**config.mk**
```make
export PLATFORM = sky130hd
export DESIGN_NAME = mux4way16_arbiter
export DESIGN_NICKNAME = d
export VERILOG_FILES = /design/src/rtl/mux4way16_arbiter_pkg.sv /design/src/rtl/mux4way16_arbiter_gate.sv /design/src/rtl/mux4way16_arbiter.sv
export SDC_FILE = /design/constraint.sdc
export NUM_CORES = 1
export LEC_CHECK = 0
export CAP_MARGIN = 15
export CELL_PAD_IN_SITES_DETAIL_PLACEMENT = 0
export CELL_PAD_IN_SITES_GLOBAL_PLACEMENT = 1
export CORE_ASPECT_RATIO = 0.6
export CORE_MARGIN = 10
export CORE_UTILIZATION = 21
export DETAILED_ROUTE_END_ITERATION = 6
export GPL_TIMING_DRIVEN = 0
export PLACE_DENSITY_LB_ADDON = 0.1
export SKIP_LAST_GASP = 1
export SLEW_MARGIN = 20
export SYNTH_ARGS = -nofsm -noshare
export SYNTH_HDL_FRONTEND = slang
export SYNTH_HIERARCHICAL = 1
export SYNTH_SLANG_ARGS = --single-unit
```
**constraint.sdc**
```tcl
create_clock -name clk -period 1.87 [get_ports clk]
set_clock_uncertainty 0.2 [all_clocks]
set_input_delay 0.374 -clock clk [delete_from_list [all_inputs] [get_ports clk]]
set_output_delay 0.374 -clock clk [all_outputs]
set_load 0.05 [all_outputs]
```
**src/rtl/mux4way16_arbiter_pkg.sv**
```systemverilog
// Shared types and helpers for the 4-way 16-bit arbitrated mux.
// FSM encoding, default hold limit, round-robin pick.
package mux4way16_arbiter_pkg;

  typedef enum logic {
    IDLE  = 1'b0,
    GRANT = 1'b1
  } state_e;

  localparam int unsigned HOLD_MAX_DEF = 8;

  function automatic logic [0:3] onehot4(logic [1:0] idx);
    logic [0:3] o;
    o      = '0;
    o[idx] = 1'b1;
    return o;
  endfunction

  // First set bit searching from last+1, wrapping 3 -> 0.
  // Walking k downward lets the nearest candidate win.
  function automatic logic [1:0] rr_pick(logic [0:3] r,
                                         logic [1:0] last);
    logic [1:0] idx;
    logic [1:0] pick;
    pick = last;
    for (int k = 4; k >= 1; k--) begin
      idx = last + 2'(k);
      if (r[idx]) pick = idx;
    end
    return pick;
  endfunction

endpackage

```
**src/rtl/mux4way16_arbiter_gate.sv**
```systemverilog
// Plain 4:1 16-bit data mux; no gating here.
// The arbiter applies the valid mask.
module mux4way16_gate (
  input  logic [0:15] a,
  input  logic [0:15] b,
  input  logic [0:15] c,
  input  logic [0:15] d,
  input  logic [1:0]  sel,
  output logic [0:15] y
);

  // Select one requester's data word.
  always_comb begin
    y = a;
    unique case (sel)
      2'd0: y = a;
      2'd1: y = b;
      2'd2: y = c;
      2'd3: y = d;
      default: y = a;
    endcase
  end

endmodule

```
**src/rtl/mux4way16_arbiter.sv**
```systemverilog
// Round-robin arbiter driving a 4-way 16-bit mux.
// Optional hold timeout: define ARB_TIMEOUT_EN.
module mux4way16_arbiter
  import mux4way16_arbiter_pkg::*;
#(
  parameter int unsigned HOLD_MAX = HOLD_MAX_DEF
) (
  input  logic        clk,
  input  logic        rst,
  input  logic [0:3]  req,
  input  logic [0:15] a,
  input  logic [0:15] b,
  input  logic [0:15] c,
  input  logic [0:15] d,
  output logic [0:3]  grant,
  output logic [1:0]  sel,
  output logic        valid,
  output logic [0:15] y
);

  state_e     state_q;
  logic [0:3] grant_q;
  logic [1:0] sel_q;
  logic [1:0] ptr_q;
  logic       valid_q;
  logic [1:0] win_idle;
  logic [1:0] win_rot;
  logic       keep;
  logic [0:15] mux_y;

`ifdef ARB_TIMEOUT_EN
  localparam int unsigned HW =
    (HOLD_MAX > 1) ? $clog2(HOLD_MAX) : 1;
  localparam logic [HW-1:0] HLIM = HW'(HOLD_MAX - 1);

  logic [HW-1:0] hold_q;
  logic          others;
  logic          expire;

  // Owner loses the lock once its budget is spent
  // and someone else is waiting.
  always_comb begin
    others = |(req & ~onehot4(sel_q));
    expire = (hold_q == HLIM) && others;
  end
`else
  // HOLD_MAX only matters with the timeout feature.
  logic unused_hold;
  assign unused_hold = ^HOLD_MAX;
`endif

  // Candidate winners and the lock decision.
  always_comb begin
    win_idle = rr_pick(req, ptr_q);
    win_rot  = rr_pick(req, sel_q);
`ifdef ARB_TIMEOUT_EN
    keep     = req[sel_q] && !expire;
`else
    keep     = req[sel_q];
`endif
  end

  // Arbitration FSM with registered grant outputs.
  always_ff @(posedge clk) begin
    if (rst) begin
      state_q <= IDLE;
      grant_q <= '0;
      sel_q   <= 2'd0;
      ptr_q   <= 2'd3;
      valid_q <= 1'b0;
`ifdef ARB_TIMEOUT_EN
      hold_q  <= '0;
`endif
    end else begin
      unique case (state_q)
        IDLE: begin
          if (|req) begin
            state_q <= GRANT;
            grant_q <= onehot4(win_idle);
            sel_q   <= win_idle;
            ptr_q   <= win_idle;
            valid_q <= 1'b1;
`ifdef ARB_TIMEOUT_EN
            hold_q  <= '0;
`endif
          end
        end
        GRANT: begin
          if (req == '0) begin
            state_q <= IDLE;
            grant_q <= '0;
            valid_q <= 1'b0;
          end else if (keep) begin
`ifdef ARB_TIMEOUT_EN
            if (hold_q != HLIM)
              hold_q <= hold_q + 1'b1;
`endif
          end else begin
            grant_q <= onehot4(win_rot);
            sel_q   <= win_rot;
            ptr_q   <= win_rot;
`ifdef ARB_TIMEOUT_EN
            hold_q  <= '0;
`endif
          end
        end
        default: begin
          state_q <= IDLE;
          grant_q <= '0;
          valid_q <= 1'b0;
        end
      endcase
    end
  end

  mux4way16_gate u_gate (
    .a   (a),
    .b   (b),
    .c   (c),
    .d   (d),
    .sel (sel_q),
    .y   (mux_y)
  );

  assign grant = grant_q;
  assign sel   = sel_q;
  assign valid = valid_q;
  assign y     = valid_q ? mux_y : 16'h0000;

endmodule
```
==> qor.txt <==
Num CTS Buffers: 3
Synth Register Bits: 10
CTS sink count: 10
CTS max path bufs: 2
detailed placer's ending HPWL: 4640 um
max_cap viols: 0
unique cell type count in the Yosys netlist: 33
internal power: 1.07 mW
design area: 2660 um^2
# DRC: 0
WL/cell: 18.4 um
worst vdd ir: 0.275 mV
Port-buffer cells: 90
first-pass GRT wire length: 8800 um
sequential fraction of the synthesis area: 16.3%
critical-path maximum fanout: 5
Hold Path Class: reg -> reg
pin count of the biggest net entering global routing: 11
Fin Hold WS: 0.306 ns
number of I/O pins: 93
initial antenna violation count: 0
routed wire length: 5910 um
CTS clk-pin slew, worst paths: 0.05 ns
vias per inst: 4.51
fin cells: 321
Post-Syn Area: 1230 um^2
crit end category: output pin
initial cell density of the core: 21.8%
clock power share: 13.3%
fill count: 558
Syn Area/Cell: 9.81 um^2
Register-to-Register Setup Slack: -0.09 ns
die area: 9400 um^2
DIE WIDTH: 119 um
Final Hold Fails: 0
Max-slew headroom: 58.4%
# rows: 21
failing checks: setup timing
Sw Pwr: 0.703 mW
routability congestion estimate: 0.751
reg2reg end: grant[0]
most frequent cells in the layout: clkdlybuf4s50_1 (64), buf_6 (17), and2_4 (16), buf_4 (16), mux4_2 (15)
WP data required: 1.30 ns
syn nets: 199
latest clock arrival within the worst-skew pair: 0.24 ns
worst r2r src: sel[1]
Total GRT Usage: 11.6%
DR iter-0 viols: 44
Critical Setup Path Class: reg -> out
synth warn: 6
RSZ-0062 raised after global routing: true
area occupied by multi-input gates: 1080 um^2
H-tree depth: 1
final period utilization: 124%
number of setup violations in the final report: 21
switch share: 39.7%
Post-DP Area: 2280 um^2
layout cells sized above 1: 44.8%
commonest non-fill, non-tap cell in the layout: clkdlybuf4s50_1
status: complete, but fails checks
Data arrival, critical path: 1.74 ns
dpl cells: 295
Mapped Cells: 125
Worst Hold End: grant[1]
crit path launch: sel[0]
final worst slack: -0.440 ns
FMAX: 433 MHz
Die H: 79.2 um
vias in the first global route: 1460
hold path depth: 2
Final Power: 1.77 mW
CTS tree: done
CP Launch Type: flip-flop
Min Clock Period, post-route: 2.31 ns
register area: 213 um^2
Routed Antenna Nets: 0
Nets: 316
clock root buffer: clkbuf_8
standby leakage power: 1.07 nW
Layout area overhead: 117%
Hold Crit Start: grant[1]
combinational power share: 69.8%
global route overflow: 0
R2R depth: 7
Pwr Density: 667 nW/um^2
max-slew violation count: 0
Seq pwr share: 16.8%
Worst Tran Pin Value: 0.624 ns
via count: 1448
Placeable Area: 5620 um^2
Inserted Diodes: 0
TritonRoute pass-1 iters: 4
==> critical path, stage by stage, from the launching register on <==
cell	delay [ns]
dfxtp_4	0.35
buf_8	0.11
buf_12	0.10
buf_12	0.11
mux4_2	0.50
and2_4	0.17
buf_6	0.14
==> registers in the layout, indices dropped and copies added (netlist names) <==
signal	flops
ptr_q	2
sel	2
grant	4
state_q	1
valid	1
==> cell families (layout without fill, tap and decap cells) <==
group / Yosys count / in the layout / share of synthesized area (%)
adders and majority gates: 4 / 4 / 4.08
AOI/OAI and AO/OA: 24 / 24 / 13.8
DFF: 10 / 10 / 16.3
buffers and inverters: 11 / 127 / 6.43
muxes: 17 / 17 / 33.1
and+or+nand+nor: 59 / 59 / 26.3
==> routing by layer <==
layer / GRT usage [%] / vias to the layer above / part of all wire, %
li1: - / 708 / -
met1: 14.2 / 701 / 42
met2: 20.7 / 37 / 52
met3: 3.39 / 2 / 5.2
met4: 1.09 / 0 / 0.17
met5: 0 / - / 0
==> worst max path at each step <==
stage                     endpoint  cells past startpoint
after floorplan              y[10]                      4
after global placement        y[3]                      4
after detailed placement      y[0]                      4
after CTS                    y[10]                      6
after global routing         y[10]                      6
final                        y[10]                      6
==> power by group through the flow <==
stage	combinational, mW	clock, mW	sequential [mW]
after CTS	1.16	0.240	0.296
after global placement	0.980	0	0.300
after floorplan	0.562	0	0.378
after detailed placement	0.987	0	0.302
after global routing	1.32	0.259	0.305
final	1.24	0.237	0.299
==> through the flow <==
step | utilization, % | TNS (ns) | worst slack (ns)
after floorplan | - | -2.48 | -0.172
after global placement | 40.5 | -18.81 | -0.840
after detailed placement | 40.5 | -19.16 | -0.864
after CTS | 45.4 | -7.07 | -0.451
after global routing | 47.3 | -7.86 | -0.491
final | 47.3 | -6.45 | -0.440
==> layout make-up <==
type | instances | share of cell area, %
timing repair buffer | 112 | 42.6
buffer | 8 | 2.96
tap | 80 | 3.76
multi-input combinational | 104 | 40.5
inverter | 3 | 0.518
clock buffer | 4 | 1.69
sequential | 10 | 8.00
==> synthesized netlist by cell type, drive strengths merged <==
cell type,instances,area (um^2)
a211o,1,8.76
a211oi,1,7.51
a21boi,2,26.3
a21oi,10,50.1
a311oi,5,43.8
a31o,1,8.76
and2,16,100
and3b,1,8.76
buf,6,60.1
clkbuf,2,7.51
dfxtp,10,200
ha,4,50.1
inv,3,11.3
mux4,17,405
nand2,12,47.6
nand2b,8,50.1
nand4,1,6.26
nor2,12,45.0
nor3,4,25.0
nor4,1,6.26
o21ai,3,15.0
o31a,1,8.76
or3,1,6.26
or3b,1,8.76
or4,2,18.8
==> what timing repair did <==
item,4_1_cts,5_1_grt
pin swaps,4,10
buffers inserted,13,10
endpoints found under the setup margin,33,24
hold buffers,0,0
resized for setup,150,27
cloned,1,0
Power figures use the tool's default switching activity.
